### config.mk
export PLATFORM = sky130hd
export DESIGN_NAME = dram_id_remapper
export DESIGN_NICKNAME = d
export VERILOG_FILES = /design/src/rtl/dram_id_remapper_pkg.sv /design/src/rtl/dram_id_remap_table.sv /design/src/rtl/dram_id_remapper.sv
export SDC_FILE = /design/constraint.sdc
export NUM_CORES = 1
export LEC_CHECK = 0
export CAP_MARGIN = 40
export CORE_UTILIZATION = 45
export DETAILED_ROUTE_END_ITERATION = 10
export PLACE_DENSITY = 0.71
export SLEW_MARGIN = 15
export SYNTH_ARGS = -nofsm -noshare
export SYNTH_HDL_FRONTEND = slang
export SYNTH_SLANG_ARGS = --single-unit
### constraint.sdc
create_clock -name clk_i -period 4.4 [get_ports clk_i]
set_input_delay 0.88 -clock clk_i [delete_from_list [all_inputs] [get_ports clk_i]]
set_output_delay 0.88 -clock clk_i [all_outputs]
set_load 0.01 [all_outputs]
### src/rtl/dram_id_remapper_pkg.sv
// Shared types and sizing helpers for the DRAM-side AXI ID remapper.
// Default AXI bundles use an 8-bit SoC ID and a 4-bit DRAM ID.
package dram_id_remapper_pkg;

  function automatic int cnt_width(input int max_txns);
    return $clog2(max_txns + 1);
  endfunction

  function automatic int idx_width(input int n);
    return (n > 1) ? $clog2(n) : 1;
  endfunction

  localparam int DefSlvIdW = 8;
  localparam int DefMstIdW = 4;

  typedef struct packed {
    logic [DefSlvIdW-1:0] id;
    logic [31:0]          addr;
    logic [7:0]           len;
    logic [2:0]           size;
    logic [1:0]           burst;
  } slv_ax_t;

  typedef struct packed {
    logic [DefMstIdW-1:0] id;
    logic [31:0]          addr;
    logic [7:0]           len;
    logic [2:0]           size;
    logic [1:0]           burst;
  } mst_ax_t;

  typedef struct packed {
    logic [31:0] data;
    logic [3:0]  strb;
    logic        last;
  } axi_w_t;

  typedef struct packed {
    logic [DefSlvIdW-1:0] id;
    logic [1:0]           resp;
  } slv_b_t;

  typedef struct packed {
    logic [DefMstIdW-1:0] id;
    logic [1:0]           resp;
  } mst_b_t;

  typedef struct packed {
    logic [DefSlvIdW-1:0] id;
    logic [31:0]          data;
    logic [1:0]           resp;
    logic                 last;
  } slv_r_t;

  typedef struct packed {
    logic [DefMstIdW-1:0] id;
    logic [31:0]          data;
    logic [1:0]           resp;
    logic                 last;
  } mst_r_t;

  typedef struct packed {
    slv_ax_t aw;
    logic    aw_valid;
    axi_w_t  w;
    logic    w_valid;
    logic    b_ready;
    slv_ax_t ar;
    logic    ar_valid;
    logic    r_ready;
  } axi_slv_req_t;

  typedef struct packed {
    logic   aw_ready;
    logic   ar_ready;
    logic   w_ready;
    slv_b_t b;
    logic   b_valid;
    slv_r_t r;
    logic   r_valid;
  } axi_slv_resp_t;

  typedef struct packed {
    mst_ax_t aw;
    logic    aw_valid;
    axi_w_t  w;
    logic    w_valid;
    logic    b_ready;
    mst_ax_t ar;
    logic    ar_valid;
    logic    r_ready;
  } axi_mst_req_t;

  typedef struct packed {
    logic   aw_ready;
    logic   ar_ready;
    logic   w_ready;
    mst_b_t b;
    logic   b_valid;
    mst_r_t r;
    logic   r_valid;
  } axi_mst_resp_t;

endpackage

### src/rtl/dram_id_remap_table.sv
// One-direction ID remap table: slave ID -> entry index used as master ID,
// with per-entry outstanding counters for ordering and back-pressure.
module dram_id_remap_table
  import dram_id_remapper_pkg::*;
#(
  parameter int unsigned SlvIdWidth   = 8,
  parameter int unsigned MstIdWidth   = 4,
  parameter int unsigned MaxUniqIds   = 16,
  parameter int unsigned MaxTxnsPerId = 8
) (
  input  logic                  clk_i,
  input  logic                  rst_ni,
  input  logic                  req_valid_i,
  input  logic [SlvIdWidth-1:0] req_id_i,
  input  logic                  req_hs_i,
  input  logic                  rsp_hs_i,
  input  logic [MstIdWidth-1:0] rsp_id_i,
  output logic                  req_stall_o,
  output logic [MstIdWidth-1:0] req_mst_id_o,
  output logic [SlvIdWidth-1:0] rsp_slv_id_o,
  output logic                  full_o
);

  localparam int unsigned CntW = cnt_width(MaxTxnsPerId);
  localparam int unsigned IdxW = idx_width(MaxUniqIds);
  localparam logic [CntW-1:0] CntMax = CntW'(MaxTxnsPerId);

  logic [MaxUniqIds-1:0] valid_q, valid_d;
  logic [MaxUniqIds-1:0] inc, dec;
  logic [SlvIdWidth-1:0] slv_id_q [MaxUniqIds];
  logic [SlvIdWidth-1:0] slv_id_d [MaxUniqIds];
  logic [CntW-1:0]       cnt_q    [MaxUniqIds];
  logic [CntW-1:0]       cnt_d    [MaxUniqIds];
  logic                  full_q;

  logic            hit, free, rsp_ok;
  logic [IdxW-1:0] hit_idx, free_idx, sel_idx;

  // Lookup works on registered state only, so a freed entry is
  // allocatable no earlier than the cycle after its release.
  always_comb begin
    hit          = 1'b0;
    free         = 1'b0;
    hit_idx      = '0;
    free_idx     = '0;
    rsp_ok       = 1'b0;
    rsp_slv_id_o = '0;
    for (int i = 0; i < MaxUniqIds; i++) begin
      if (!hit && valid_q[i] && slv_id_q[i] == req_id_i) begin
        hit     = 1'b1;
        hit_idx = IdxW'(i);
      end
      if (!free && !valid_q[i]) begin
        free     = 1'b1;
        free_idx = IdxW'(i);
      end
      if (valid_q[i] && rsp_id_i == MstIdWidth'(i)) begin
        rsp_ok       = 1'b1;
        rsp_slv_id_o = slv_id_q[i];
      end
    end
    sel_idx      = hit ? hit_idx : free_idx;
    req_mst_id_o = MstIdWidth'(sel_idx);
    req_stall_o  = req_valid_i &
                   (hit ? (cnt_q[hit_idx] == CntMax) : !free);
  end

  always_comb begin
    inc     = '0;
    dec     = '0;
    valid_d = '0;
    for (int i = 0; i < MaxUniqIds; i++) begin
      inc[i] = req_hs_i && sel_idx == IdxW'(i);
      dec[i] = rsp_hs_i && valid_q[i] &&
               rsp_id_i == MstIdWidth'(i);
      cnt_d[i]    = cnt_q[i] + CntW'(inc[i]) - CntW'(dec[i]);
      valid_d[i]  = cnt_d[i] != '0;
      slv_id_d[i] = (inc[i] && !valid_q[i]) ? req_id_i
                                            : slv_id_q[i];
    end
  end

  always_ff @(posedge clk_i or negedge rst_ni) begin
    if (!rst_ni) begin
      valid_q <= '0;
      full_q  <= 1'b0;
      for (int i = 0; i < MaxUniqIds; i++) begin
        cnt_q[i]    <= '0;
        slv_id_q[i] <= '0;
      end
    end else begin
      valid_q <= valid_d;
      full_q  <= &valid_d;
      for (int i = 0; i < MaxUniqIds; i++) begin
        cnt_q[i]    <= cnt_d[i];
        slv_id_q[i] <= slv_id_d[i];
      end
    end
  end

  assign full_o = full_q;

`ifndef SYNTHESIS
  rsp_entry_valid: assert property (
    @(posedge clk_i) disable iff (!rst_ni) rsp_hs_i |-> rsp_ok
  );
`endif

endmodule

### src/rtl/dram_id_remapper.sv
// AXI ID remapper toward the DRAM controller: wide SoC IDs are squeezed
// into narrow controller IDs via independent write and read tables.
module dram_id_remapper
  import dram_id_remapper_pkg::*;
#(
  parameter int unsigned SlvIdWidth   = 8,
  parameter int unsigned MstIdWidth   = 4,
  parameter int unsigned MaxUniqIds   = 16,
  parameter int unsigned MaxTxnsPerId = 8,
  parameter type slv_req_t  = axi_slv_req_t,
  parameter type slv_resp_t = axi_slv_resp_t,
  parameter type mst_req_t  = axi_mst_req_t,
  parameter type mst_resp_t = axi_mst_resp_t
) (
  input  logic      clk_i,
  input  logic      rst_ni,
  input  slv_req_t  slv_req_i,
  output slv_resp_t slv_resp_o,
  output mst_req_t  mst_req_o,
  input  mst_resp_t mst_resp_i,
  output logic      wr_full_o,
  output logic      rd_full_o
);

  if (MstIdWidth > SlvIdWidth || MaxUniqIds < 1 ||
      MaxUniqIds > 2**MstIdWidth || MaxTxnsPerId < 1) begin : g_bad_cfg
    $error("dram_id_remapper: illegal parameter set");
  end

  logic                  wr_stall, rd_stall;
  logic [MstIdWidth-1:0] wr_mst_id, rd_mst_id;
  logic [SlvIdWidth-1:0] wr_slv_id, rd_slv_id;
  logic                  aw_hs, ar_hs, b_hs, r_last_hs;

  assign aw_hs = slv_req_i.aw_valid & mst_resp_i.aw_ready & ~wr_stall;
  assign ar_hs = slv_req_i.ar_valid & mst_resp_i.ar_ready & ~rd_stall;
  assign b_hs  = mst_resp_i.b_valid & slv_req_i.b_ready;
  assign r_last_hs = mst_resp_i.r_valid & slv_req_i.r_ready &
                     mst_resp_i.r.last;

  dram_id_remap_table #(
    .SlvIdWidth  (SlvIdWidth),
    .MstIdWidth  (MstIdWidth),
    .MaxUniqIds  (MaxUniqIds),
    .MaxTxnsPerId(MaxTxnsPerId)
  ) u_wr_table (
    .clk_i       (clk_i),
    .rst_ni      (rst_ni),
    .req_valid_i (slv_req_i.aw_valid),
    .req_id_i    (slv_req_i.aw.id),
    .req_hs_i    (aw_hs),
    .rsp_hs_i    (b_hs),
    .rsp_id_i    (mst_resp_i.b.id),
    .req_stall_o (wr_stall),
    .req_mst_id_o(wr_mst_id),
    .rsp_slv_id_o(wr_slv_id),
    .full_o      (wr_full_o)
  );

  dram_id_remap_table #(
    .SlvIdWidth  (SlvIdWidth),
    .MstIdWidth  (MstIdWidth),
    .MaxUniqIds  (MaxUniqIds),
    .MaxTxnsPerId(MaxTxnsPerId)
  ) u_rd_table (
    .clk_i       (clk_i),
    .rst_ni      (rst_ni),
    .req_valid_i (slv_req_i.ar_valid),
    .req_id_i    (slv_req_i.ar.id),
    .req_hs_i    (ar_hs),
    .rsp_hs_i    (r_last_hs),
    .rsp_id_i    (mst_resp_i.r.id),
    .req_stall_o (rd_stall),
    .req_mst_id_o(rd_mst_id),
    .rsp_slv_id_o(rd_slv_id),
    .full_o      (rd_full_o)
  );

  // Handshake outputs are masked while in reset so the port looks idle.
  always_comb begin
    mst_req_o  = '0;
    slv_resp_o = '0;

    mst_req_o.aw.id    = wr_mst_id;
    mst_req_o.aw.addr  = slv_req_i.aw.addr;
    mst_req_o.aw.len   = slv_req_i.aw.len;
    mst_req_o.aw.size  = slv_req_i.aw.size;
    mst_req_o.aw.burst = slv_req_i.aw.burst;
    mst_req_o.aw_valid = slv_req_i.aw_valid & ~wr_stall & rst_ni;
    slv_resp_o.aw_ready = mst_resp_i.aw_ready & ~wr_stall & rst_ni;

    mst_req_o.w         = slv_req_i.w;
    mst_req_o.w_valid   = slv_req_i.w_valid & rst_ni;
    slv_resp_o.w_ready  = mst_resp_i.w_ready & rst_ni;

    slv_resp_o.b.id     = wr_slv_id;
    slv_resp_o.b.resp   = mst_resp_i.b.resp;
    slv_resp_o.b_valid  = mst_resp_i.b_valid & rst_ni;
    mst_req_o.b_ready   = slv_req_i.b_ready & rst_ni;

    mst_req_o.ar.id    = rd_mst_id;
    mst_req_o.ar.addr  = slv_req_i.ar.addr;
    mst_req_o.ar.len   = slv_req_i.ar.len;
    mst_req_o.ar.size  = slv_req_i.ar.size;
    mst_req_o.ar.burst = slv_req_i.ar.burst;
    mst_req_o.ar_valid = slv_req_i.ar_valid & ~rd_stall & rst_ni;
    slv_resp_o.ar_ready = mst_resp_i.ar_ready & ~rd_stall & rst_ni;

    slv_resp_o.r.id     = rd_slv_id;
    slv_resp_o.r.data   = mst_resp_i.r.data;
    slv_resp_o.r.resp   = mst_resp_i.r.resp;
    slv_resp_o.r.last   = mst_resp_i.r.last;
    slv_resp_o.r_valid  = mst_resp_i.r_valid & rst_ni;
    mst_req_o.r_ready   = slv_req_i.r_ready & rst_ni;
  end

endmodule

==> impl_results.html, run 1 <==
<table>
<tr><th>Metric</th><th>Value</th></tr>
<tr><th colspan="2">Power and ir drop</th></tr>
<tr><td>Clock network power share</td><td>0.175</td></tr>
<tr><td>Peak supply drop</td><td>0.563 mV</td></tr>
<tr><td>Internal portion of total power</td><td>around 15 mW</td></tr>
<tr><td>Switching portion of total power</td><td>0.383</td></tr>
<tr><td>PD cells</td><td>approximately 630 nW/um^2</td></tr>
<tr><td>Power share of the combinational group</td><td>0.549</td></tr>
<tr><td>Sequential cell fraction of total power</td><td>0.276</td></tr>
<tr><td>Leak Pwr</td><td>18.2 nW</td></tr>
<tr><td>Net load switching power</td><td>between 9 and 10 mW</td></tr>
<tr><th colspan="2">Clocking</th></tr>
<tr><td>Max clock buf depth</td><td>3</td></tr>
<tr><td>CTS H-Tree Depth</td><td>2</td></tr>
<tr><td>Clock edge transition at the registers on the reported setup and hold paths</td><td>about 0.060 ns</td></tr>
<tr><td>Number of buffers created by CTS</td><td>49</td></tr>
<tr><td>Number of sinks on the clock net</td><td>about 420</td></tr>
<tr><td>Clk Latency, worst-skew pair</td><td>approximately 0.63 ns</td></tr>
<tr><td>Root Buffer Master</td><td>sky130_fd_sc_hd__clkbuf_16</td></tr>
<tr><td>TritonCTS clock tree</td><td>done</td></tr>
<tr><td>Hold buffers post-CTS</td><td>0</td></tr>
<tr><th colspan="2">Logic synthesis</th></tr>
<tr><td>Combinational family with the most area after synthesis</td><td>simple AND/OR/NAND/NOR gates</td></tr>
<tr><td>Synth async-reset ratio</td><td>1.00</td></tr>
<tr><td>Share of synthesized cell area in full adder, half adder and majority cells</td><td>0.0818</td></tr>
<tr><td>Portion of the post-synthesis area used by sequential elements</td><td>0.382</td></tr>
<tr><td>XOR/XNOR Fraction of Synth Area</td><td>0.113</td></tr>
<tr><td>Mean instance size in the synthesized netlist</td><td>approximately 11 um^2</td></tr>
<tr><td>Main synth FF type</td><td>sky130_fd_sc_hd__dfrtp_1</td></tr>
<tr><td>Synthesized instance count</td><td>around 2600</td></tr>
<tr><td>Netlist cell types</td><td>between 80 and 90</td></tr>
<tr><td>Yosys top cell area share</td><td>0.382</td></tr>
<tr><td>Share of synthesized area spent on multiplexers</td><td>0.116</td></tr>
<tr><td>Synthesized flop and latch total</td><td>roughly 420</td></tr>
<tr><td>Summed instance area of the synthesized netlist</td><td>about 27000 um^2</td></tr>
<tr><td>Number of nets produced by synthesis</td><td>a little under 3000</td></tr>
<tr><td>Complex-gate fraction of the synthesized area</td><td>0.0802</td></tr>
<tr><td>Number of flops mapped to enable cells by yosys</td><td>0</td></tr>
<tr><td>Biggest area consumer among synthesized cells</td><td>sky130_fd_sc_hd__dfrtp_1</td></tr>
<tr><td>Leading post-synthesis cells by cell area</td><td>sky130_fd_sc_hd__dfrtp_1, sky130_fd_sc_hd__xnor2_1, sky130_fd_sc_hd__mux2_2, sky130_fd_sc_hd__ha_1, sky130_fd_sc_hd__buf_4</td></tr>
<tr><td>YS warnings</td><td>0</td></tr>
<tr><td>Share of synthesized cell area in and, or, nand and nor gates</td><td>0.124</td></tr>
<tr><th colspan="2">Routing</th></tr>
<tr><td>Number of vias in the routed layout</td><td>between 20000 and 25000</td></tr>
<tr><td>Post-Route WL</td><td>around 94000 um</td></tr>
<tr><td>Antenna violation net count after detailed routing</td><td>0</td></tr>
<tr><td>Detailed-route DRC error count</td><td>0</td></tr>
<tr><td>Count of TritonRoute iterations in the first routing pass</td><td>7</td></tr>
<tr><td>Number of DRC markers after the initial detailed-route iteration</td><td>1846</td></tr>
<tr><td>Vias per Instance</td><td>about 5.7</td></tr>
<tr><td>Detailed-route wire length per cell</td><td>roughly 23 um</td></tr>
<tr><th colspan="2">Worst setup path</th></tr>
<tr><td>Critical path endpoint category</td><td>flip-flop</td></tr>
<tr><td>R2R Path End</td><td>u_rd_table.full_o$_DFF_PN0_</td></tr>
<tr><td>CP arrival</td><td>roughly 5.8 ns</td></tr>
<tr><td>Worst setup path startpoint</td><td>slv_req_i[49]</td></tr>
<tr><td>Worst path required time</td><td>approximately 5 ns</td></tr>
<tr><td>Kind of critical path</td><td>in -&gt; reg</td></tr>
<tr><td>Worst-case reg-to-reg path depth</td><td>22</td></tr>
<tr><td>Critical Path, Cell by Cell</td><td>buf_6 &gt; buf_12 &gt; buf_4 &gt; xor2_2 &gt; nor4_2 &gt; nand4_1 &gt; nor4b_4 &gt; nand4b_1 &gt; a21oi_2 &gt; a211oi_4 &gt; mux2_4 &gt; a22oi_2 &gt; o2111a_2 &gt; buf_6 &gt; o21ai_2 &gt; ha_1 &gt; inv_1 &gt; ha_2 &gt; inv_2 &gt; fa_2 &gt; inv_2 &gt; or4_4 &gt; nand4_1 &gt; nor4_1</td></tr>
<tr><td>Startpoint type of the worst setup path</td><td>primary input</td></tr>
<tr><td>Critical path destination</td><td>u_rd_table.full_o$_DFF_PN0_</td></tr>
<tr><td>Crit Path Max Fanout</td><td>8</td></tr>
<tr><td>Reg2reg start</td><td>u_rd_table.slv_id_q[56]$_DFFE_PN0P_</td></tr>
<tr><td>Critical Path Max Stage Delay</td><td>~0.57 ns</td></tr>
<tr><td>R2r setup slk</td><td>-0.69 ns</td></tr>
<tr><td>Slowest stage cell, crit path</td><td>sky130_fd_sc_hd__fa_2</td></tr>
<tr><th colspan="2">Timing</th></tr>
<tr><td>Setup Skew</td><td>0.0418 ns</td></tr>
<tr><td>Max-slew headroom at the worst pin</td><td>0.404</td></tr>
<tr><td>Actual slew at the worst max-slew pin</td><td>roughly 0.9 ns</td></tr>
<tr><td>Endpoints failing setup</td><td>62</td></tr>
<tr><td>Total count of hold-check failures in the final report</td><td>0</td></tr>
<tr><td>Final critical-path required period</td><td>between 5 and 6 ns</td></tr>
<tr><td>RSZ-0062 raised after global routing</td><td>true</td></tr>
<tr><td>Crit path setup slack, layout</td><td>-0.859 ns</td></tr>
<tr><td>Maximum clock rate</td><td>between 150 and 200 MHz</td></tr>
<tr><td>Final Max Slew Viols</td><td>0</td></tr>
<tr><td>Portion of the clock cycle consumed by the worst path in the final layout</td><td>1.20</td></tr>
<tr><th colspan="2">Die</th></tr>
<tr><td>Die ar.</td><td>61900 um^2</td></tr>
<tr><td>Boundary Pins</td><td>400</td></tr>
<tr><td>Die outline width</td><td>around 250 um</td></tr>
<tr><td>Die extent in y</td><td>between 200 and 250 um</td></tr>
<tr><td>Effective utilization at floorplan</td><td>0.455</td></tr>
<tr><td>Area of the placeable core</td><td>about 60000 um^2</td></tr>
<tr><td>Rows</td><td>90</td></tr>
<tr><th colspan="2">Place</th></tr>
<tr><td>Placed Cells</td><td>roughly 3800</td></tr>
<tr><td>Final HPWL DP</td><td>65400 um</td></tr>
<tr><td>Routability Congestion</td><td>around 0.95</td></tr>
<tr><td>Number of port buffers</td><td>73</td></tr>
<tr><th colspan="2">Cells and area</th></tr>
<tr><td>Layout Nets</td><td>around 3600</td></tr>
<tr><td>Share of final-layout standard cells stronger than drive strength 1</td><td>0.496</td></tr>
<tr><td>Synthesis-to-finish area growth</td><td>40.7%</td></tr>
<tr><td>Antenna cells</td><td>0</td></tr>
<tr><td>Fill cell total of the finished layout</td><td>between 4000 and 5000</td></tr>
<tr><td>Layout Utilization</td><td>0.640</td></tr>
<tr><td>Finished Layout Cells</td><td>between 4000 and 5000</td></tr>
<tr><th colspan="2">Global route</th></tr>
<tr><td>Aggregate global routing overflow</td><td>0</td></tr>
<tr><td>Antenna violations before repair</td><td>0</td></tr>
<tr><td>Pin count of the biggest net entering global routing</td><td>150</td></tr>
<tr><td>Wire length of the first global-routing pass</td><td>142000 um</td></tr>
<tr><td>Number of global-route vias before repair</td><td>~25000</td></tr>
<tr><td>GRT Util Overall</td><td>0.296</td></tr>
<tr><th colspan="2">Run status</th></tr>
<tr><td>Outcome</td><td>complete, but fails checks</td></tr>
<tr><td>Violations in the final reports</td><td>setup timing</td></tr>
<tr><th colspan="2">Run</th></tr>
<tr><td>Maximum Capacitance Violations</td><td>0</td></tr>
<tr><th colspan="2">Min path</th></tr>
<tr><td>Worst min-delay path class</td><td>in -&gt; async</td></tr>
</table>
through the flow:
step	hold WS [ns]	TNS (ns)	power, mW	cell area, um^2	worst slack [ns]
3_3_place_gp	0.495	-230.57	17.0	32900	-1.87
3_5_place_dp	0.510	-252.70	17.5	32900	-1.92
6_report	0.245	-22.96	24.4	38500	-0.859
4_1_cts	0.244	-14.75	23.4	37600	-0.692
5_1_grt	0.279	-33.92	25.6	38500	-1.01
2_1_floorplan	0.480	-22.15	12.6	28000	-0.859
cell type report:
type / instances / area [um^2] / share of cell area
Sequential cell: 418 / 10500 / 0.271
Clock inverter: 19 / 274 / 0.00711
Multi-Input combinational cell: 1690 / 16800 / 0.436
Inverter: 197 / 756 / 0.0196
Timing Repair Buffer: 855 / 7880 / 0.204
Tap cell: 782 / 978 / 0.0254
Clock buffer: 67 / 1380 / 0.0359
flip-flops by register name, summed over array words and instances, names as in the netlist:
| signal | count |
|---|---|
| u_rd_table.slv_id_q | 128 |
| u_wr_table.slv_id_q | 128 |
| u_rd_table.cnt_q | 64 |
| u_wr_table.cnt_q | 64 |
| u_rd_table.valid_q | 16 |
| u_wr_table.valid_q | 16 |
| u_rd_table.full_o | 1 |
| u_wr_table.full_o | 1 |
cell usage in the layout, fill, tap and decap left out, drive strengths merged, types with 7 or more instances in the layout:
cell / n
nand3: 85
and2: 16
xnor2: 310
fa: 32
and3: 32
inv: 197
nor4b: 14
dfrtp: 418
clkdlybuf4s50: 28
xor2: 42
nor2: 110
a221oi: 7
dlymetal6s2s: 8
or3: 25
a31oi: 25
nor2b: 31
a21oi: 96
mux2: 259
buf: 796
a41oi: 10
a21o: 32
ha: 128
dlygate4sd2: 13
o21ai: 30
nor3: 51
a222oi: 15
clkbuf: 69
nand2: 103
o211ai: 14
nand2b: 8
or4: 32
nand4: 71
clkinv: 12
nor4: 14
a22oi: 42
critical path: cells and delay by family:
| family | cells | cell delay, ns |
|---|---|---|
| and+or+nand+nor | 7 | 1.47 |
| AOI/OAI and AO/OA | 5 | 1.11 |
| adders and majority gates | 3 | 1.06 |
| buffers and inverters | 7 | 0.76 |
| muxes | 1 | 0.35 |
| xor gates and xnor gates | 1 | 0.15 |
power by group through the flow:
stage	clock, mW	sequential (mW)	combinational [mW]
floorplan	0	6.37	6.27
global route	4.47	6.86	14.3
finish	4.27	6.73	13.4
detailed placement	0	6.57	11.0
CTS	4.31	6.63	12.5
global placement	0	6.47	10.5
cell usage after synthesis (4+ instances only):
master	number
sky130_fd_sc_hd__xor2_1	42
sky130_fd_sc_hd__nand2b_1	6
sky130_fd_sc_hd__a22o_1	6
sky130_fd_sc_hd__nor4_1	11
sky130_fd_sc_hd__or3_1	24
sky130_fd_sc_hd__nor4b_1	13
sky130_fd_sc_hd__and3_1	32
sky130_fd_sc_hd__mux2_4	65
sky130_fd_sc_hd__nand2_2	5
sky130_fd_sc_hd__nor3_1	38
sky130_fd_sc_hd__xnor2_1	310
sky130_fd_sc_hd__or4_1	32
sky130_fd_sc_hd__a22oi_1	41
sky130_fd_sc_hd__a21oi_1	93
sky130_fd_sc_hd__nand2_1	98
sky130_fd_sc_hd__nor3_4	6
sky130_fd_sc_hd__nor2_1	105
sky130_fd_sc_hd__inv_1	197
sky130_fd_sc_hd__nand3_1	84
sky130_fd_sc_hd__o21ai_0	25
sky130_fd_sc_hd__dfrtp_1	418
sky130_fd_sc_hd__and2_1	14
sky130_fd_sc_hd__buf_6	35
sky130_fd_sc_hd__mux2_2	165
sky130_fd_sc_hd__a222oi_1	15
sky130_fd_sc_hd__fa_1	32
sky130_fd_sc_hd__nor2b_1	31
sky130_fd_sc_hd__nand4_1	71
sky130_fd_sc_hd__buf_4	185
sky130_fd_sc_hd__nor3_2	7
sky130_fd_sc_hd__a41oi_1	10
sky130_fd_sc_hd__nor2_2	4
sky130_fd_sc_hd__o211ai_1	14
sky130_fd_sc_hd__buf_8	5
sky130_fd_sc_hd__a31oi_1	23
sky130_fd_sc_hd__o31ai_1	4
sky130_fd_sc_hd__buf_2	11
sky130_fd_sc_hd__mux2_1	29
sky130_fd_sc_hd__o221a_2	6
sky130_fd_sc_hd__a21o_1	32
sky130_fd_sc_hd__ha_1	128
sky130_fd_sc_hd__clkbuf_1	50
sky130_fd_sc_hd__a221oi_1	6
timing repair:
item / in CTS / in global routing
endpoints found under the setup margin: 166 / 113
gates cloned: 14 / 0
buffers inserted: 102 / 38
resized for setup: 482 / 183
pin swaps: 164 / 115
how the worst min path moves through the flow:
stage,to,slack (ns),cells after the start
6_report,u_rd_table.slv_id_q[18]$_DFFE_PN0P_,0.24,1
5_1_grt,u_rd_table.slv_id_q[10]$_DFFE_PN0P_,0.28,1
4_1_cts,u_wr_table.valid_q[9]$_DFF_PN0_,0.24,1
3_5_place_dp,u_rd_table.cnt_q[0]$_DFF_PN0_,0.51,1
3_3_place_gp,u_wr_table.cnt_q[0]$_DFF_PN0_,0.50,1
2_1_floorplan,u_wr_table.cnt_q[0]$_DFF_PN0_,0.48,1
cell families (layout without fill, tap and decap cells):
kind of cell / after synthesis / after routing
AND/OR/NAND/NOR: 604 / 604
AO/OA/AOI/OAI: 313 / 313
buffers and inverters: 483 / 1138
flip-flops: 418 / 418
adder cells (fa/ha/maj): 160 / 160
multiplexers: 261 / 261
XOR/XNOR: 352 / 352
per-layer routing:
| metal | up-vias | GRT usage | routed length (um) |
|---|---|---|---|
| met5 | - | 0.00541 | 37 |
| met4 | 2 | 0.116 | 3770 |
| met3 | 255 | 0.0744 | 7290 |
| met2 | 1038 | 0.520 | 47800 |
| met1 | 11494 | 0.345 | 35100 |
| li1 | 10089 | - | - |
(Power assumes the default switching activity.)
==> inputs of run 2 (changes only) <==
==> constraint.sdc (replaced) <==
create_clock -name clk_i -period 4.4 [get_ports clk_i]
set_input_delay 0.88 -clock clk_i [delete_from_list [all_inputs] [get_ports clk_i]]
set_output_delay 0.88 -clock clk_i [all_outputs]
set_load 0.1 [all_outputs]
==> impl_results.html, run 2 (synthesis results as in run 1) <==
<table>
<tr><th>Metric</th><th>Value</th></tr>
<tr><th colspan="2">Clocking</th></tr>
<tr><td>Max clock buf depth</td><td>3 (unchanged)</td></tr>
<tr><td>Clock edge transition at the registers on the reported setup and hold paths</td><td>0.07 ns (about the same)</td></tr>
<tr><td>Hold buffers post-CTS</td><td>0 (unchanged)</td></tr>
<tr><td>Number of buffers created by CTS</td><td>48 (-2.0%)</td></tr>
<tr><td>Number of sinks on the clock net</td><td>418 (unchanged)</td></tr>
<tr><td>Clk Latency, worst-skew pair</td><td>0.62 ns (about the same)</td></tr>
<tr><td>CTS H-Tree Depth</td><td>2 (unchanged)</td></tr>
<tr><td>TritonCTS clock tree</td><td>done</td></tr>
<tr><td>Root Buffer Master</td><td>sky130_fd_sc_hd__clkbuf_16</td></tr>
<tr><th colspan="2">Worst setup path</th></tr>
<tr><td>Slowest stage cell, crit path</td><td>sky130_fd_sc_hd__fa_2</td></tr>
<tr><td>CP arrival</td><td>5.94 ns (+0.17 ns)</td></tr>
<tr><td>Critical path endpoint category</td><td>flip-flop</td></tr>
<tr><td>Critical Path Max Stage Delay</td><td>0.53 ns (-0.04 ns)</td></tr>
<tr><td>Kind of critical path</td><td>in -&gt; reg</td></tr>
<tr><td>Crit Path Max Fanout</td><td>7 (-1)</td></tr>
<tr><td>Worst path bufs/invs</td><td>8 (+1)</td></tr>
<tr><td>Worst path required time</td><td>4.89 ns (-0.02 ns)</td></tr>
<tr><td>Startpoint type of the worst setup path</td><td>primary input</td></tr>
<tr><td>Cell family with most CP delay</td><td>compound AO/OA/AOI/OAI gates</td></tr>
<tr><th colspan="2">Global route</th></tr>
<tr><td>Pin count of the biggest net entering global routing</td><td>133 (-11%)</td></tr>
<tr><td>Antenna violations before repair</td><td>0 (unchanged)</td></tr>
<tr><td>Number of global-route vias before repair</td><td>24964 (+1.7%)</td></tr>
<tr><td>Wire length of the first global-routing pass</td><td>145000 um (+1.5%)</td></tr>
<tr><td>Aggregate global routing overflow</td><td>0 (unchanged)</td></tr>
<tr><td>GRT Util Overall</td><td>0.301 (+0.00460)</td></tr>
<tr><th colspan="2">Timing</th></tr>
<tr><td>Setup Skew</td><td>0.0515 ns (+0.00970 ns)</td></tr>
<tr><td>Endpoints failing setup</td><td>81 (+31%)</td></tr>
<tr><td>Maximum clock rate</td><td>184 MHz (-3.5%)</td></tr>
<tr><td>Portion of the clock cycle consumed by the worst path in the final layout</td><td>1.24 (+0.0433)</td></tr>
<tr><td>Total count of hold-check failures in the final report</td><td>0 (unchanged)</td></tr>
<tr><td>Crit path setup slack, layout</td><td>-1.05 ns (-0.190 ns)</td></tr>
<tr><td>Final Max Slew Viols</td><td>0 (unchanged)</td></tr>
<tr><td>RSZ-0062 raised after global routing</td><td>true</td></tr>
<tr><td>Final critical-path required period</td><td>5.45 ns (+0.190 ns)</td></tr>
<tr><td>Actual slew at the worst max-slew pin</td><td>0.753 ns (-0.141 ns)</td></tr>
<tr><td>Max-slew headroom at the worst pin</td><td>0.498 (+0.0941)</td></tr>
<tr><th colspan="2">Power and ir drop</th></tr>
<tr><td>Switching portion of total power</td><td>0.405 (+0.0218)</td></tr>
<tr><td>Clock network power share</td><td>0.162 (-0.013)</td></tr>
<tr><td>Power share of the combinational group</td><td>0.580 (+0.031)</td></tr>
<tr><td>Peak supply drop</td><td>1.05 mV (+86%)</td></tr>
<tr><td>Net load switching power</td><td>10.6 mW (+13%)</td></tr>
<tr><td>PD cells</td><td>673 nW/um^2 (+6.3%)</td></tr>
<tr><td>Leak Pwr</td><td>18.1 nW (-0.87%)</td></tr>
<tr><td>Overall power of the completed layout</td><td>26.1 mW (+6.9%)</td></tr>
<tr><td>Sequential cell fraction of total power</td><td>0.257 (-0.019)</td></tr>
<tr><td>Internal portion of total power</td><td>15.5 mW (+3.1%)</td></tr>
<tr><th colspan="2">Cells and area</th></tr>
<tr><td>Largest registers</td><td>u_rd_table.slv_id_q: 128 flops, u_wr_table.slv_id_q: 128 flops</td></tr>
<tr><td>Most common library cell in the layout ignoring fill and taps</td><td>sky130_fd_sc_hd__buf_4</td></tr>
<tr><td>Layout Nets</td><td>3539 (-0.90%)</td></tr>
<tr><td>Share of final-layout standard cells stronger than drive strength 1</td><td>0.510 (+0.0147)</td></tr>
<tr><td>Design Area, Final</td><td>38800 um^2 (+0.61%)</td></tr>
<tr><td>Commonest non-fill, non-tap cells in the layout</td><td>sky130_fd_sc_hd__buf_4, sky130_fd_sc_hd__dfrtp_1, sky130_fd_sc_hd__xnor2_1</td></tr>
<tr><td>Synthesis-to-finish area growth</td><td>41.5%</td></tr>
<tr><td>Antenna cells</td><td>0 (unchanged)</td></tr>
<tr><th colspan="2">Routing</th></tr>
<tr><td>Detailed-route DRC error count</td><td>0 (unchanged)</td></tr>
<tr><td>Antenna violation net count after detailed routing</td><td>0 (unchanged)</td></tr>
<tr><td>Post-Route WL</td><td>95400 um (+1.5%)</td></tr>
<tr><td>Detailed-route wire length per cell</td><td>23.9 um (+2.2%)</td></tr>
<tr><td>Number of vias in the routed layout</td><td>22944 (+0.29%)</td></tr>
<tr><td>Count of TritonRoute iterations in the first routing pass</td><td>6 (-1)</td></tr>
<tr><td>Number of DRC markers after the initial detailed-route iteration</td><td>1679 (-9.0%)</td></tr>
<tr><td>Vias per Instance</td><td>5.74 (+1.1%)</td></tr>
<tr><th colspan="2">Die</th></tr>
<tr><td>Effective utilization at floorplan</td><td>0.455 (unchanged)</td></tr>
<tr><td>Area of the placeable core</td><td>60200 um^2 (unchanged)</td></tr>
<tr><td>Die extent in y</td><td>249 um (unchanged)</td></tr>
<tr><td>Rows</td><td>90 (unchanged)</td></tr>
<tr><td>Boundary Pins</td><td>400 (unchanged)</td></tr>
<tr><td>Die ar.</td><td>61900 um^2 (unchanged)</td></tr>
<tr><td>Die outline width</td><td>249 um (unchanged)</td></tr>
<tr><th colspan="2">Min path</th></tr>
<tr><td>Worst min-delay path class</td><td>in -&gt; async</td></tr>
<tr><th colspan="2">Run</th></tr>
<tr><td>Maximum Capacitance Violations</td><td>0 (unchanged)</td></tr>
<tr><th colspan="2">Run status</th></tr>
<tr><td>Violations in the final reports</td><td>setup timing</td></tr>
<tr><td>Outcome</td><td>complete, but fails checks</td></tr>
<tr><th colspan="2">Place</th></tr>
<tr><td>Final HPWL DP</td><td>66800 um (+2.1%)</td></tr>
<tr><td>Routability Congestion</td><td>0.962 (+1.1%)</td></tr>
<tr><td>Area of placed instances</td><td>33300 um^2 (+1.2%)</td></tr>
<tr><td>Number of port buffers</td><td>73 (unchanged)</td></tr>
</table>
## run 2: what timing repair did
item / in CTS / in global routing
buffers inserted: 85 / 45
pin swaps: 172 / 151
gates cloned: 14 / 0
resized for setup: 433 / 224
setup endpoints to repair: 160 / 131
## run 2: cell type report
class	instances	area (um^2)
flip-flops and latches	418	10500
clock inverters	21	302
inverters	197	779
clock buffers	65	1350
repair buffers	824	7850
multi-input cells	1690	17100
well taps	782	978
fillers	4244	21500
## run 2: path summary, 6_finish.rpt
path                            depth (start not counted)                                   to                                 from  slack [ns]
worst max-delay path                                   25          u_rd_table.full_o$_DFF_PN0_                        slv_req_i[51]       -1.05
worst min-delay path                                    1       u_rd_table.cnt_q[37]$_DFF_PN0_                               rst_ni        0.21
worst max register to register                         23          u_rd_table.full_o$_DFF_PN0_  u_rd_table.slv_id_q[92]$_DFFE_PN0P_       -0.94
worst min register to register                          1  u_wr_table.slv_id_q[51]$_DFFE_PN0P_  u_wr_table.slv_id_q[51]$_DFFE_PN0P_        0.54
max in group asynchronous                               3  u_rd_table.slv_id_q[36]$_DFFE_PN0P_                               rst_ni        2.35
min in group clk_i                                      1  u_wr_table.slv_id_q[51]$_DFFE_PN0P_  u_wr_table.slv_id_q[51]$_DFFE_PN0P_        0.54
## run 2: metal layers
| layer | share of wire | vias up | global-route usage |
|---|---|---|---|
| met1 | 0.37 | 11524 | 0.347 |
| met3 | 0.083 | 305 | 0.0838 |
| met5 | 0.0016 | - | 0.0247 |
| met4 | 0.051 | 6 | 0.136 |
| met2 | 0.49 | 1093 | 0.515 |
| li1 | - | 10016 | - |
## run 2: stage by stage
stage	utilization	hold slack [ns]	setup TNS, ns	worst slack [ns]	std cells
2_1_floorplan	-	0.480	-32.58	-0.881	2591
3_3_place_gp	0.551	0.494	-223.35	-2.10	3789
3_5_place_dp	0.552	0.510	-254.86	-2.18	3792
4_1_cts	0.623	0.201	-23.14	-0.924	3972
5_1_grt	0.644	0.234	-40.89	-1.15	3997
6_report	0.644	0.206	-32.20	-1.05	3997
## run 2: power by group through the flow
stage	sequential, mW	combinational [mW]	clock (mW)
5_1_grt	6.83	16.0	4.45
4_1_cts	6.59	13.9	4.29
3_5_place_dp	6.55	12.5	0
3_3_place_gp	6.44	12.0	0
6_report	6.71	15.1	4.23
2_1_floorplan	6.41	7.99	0
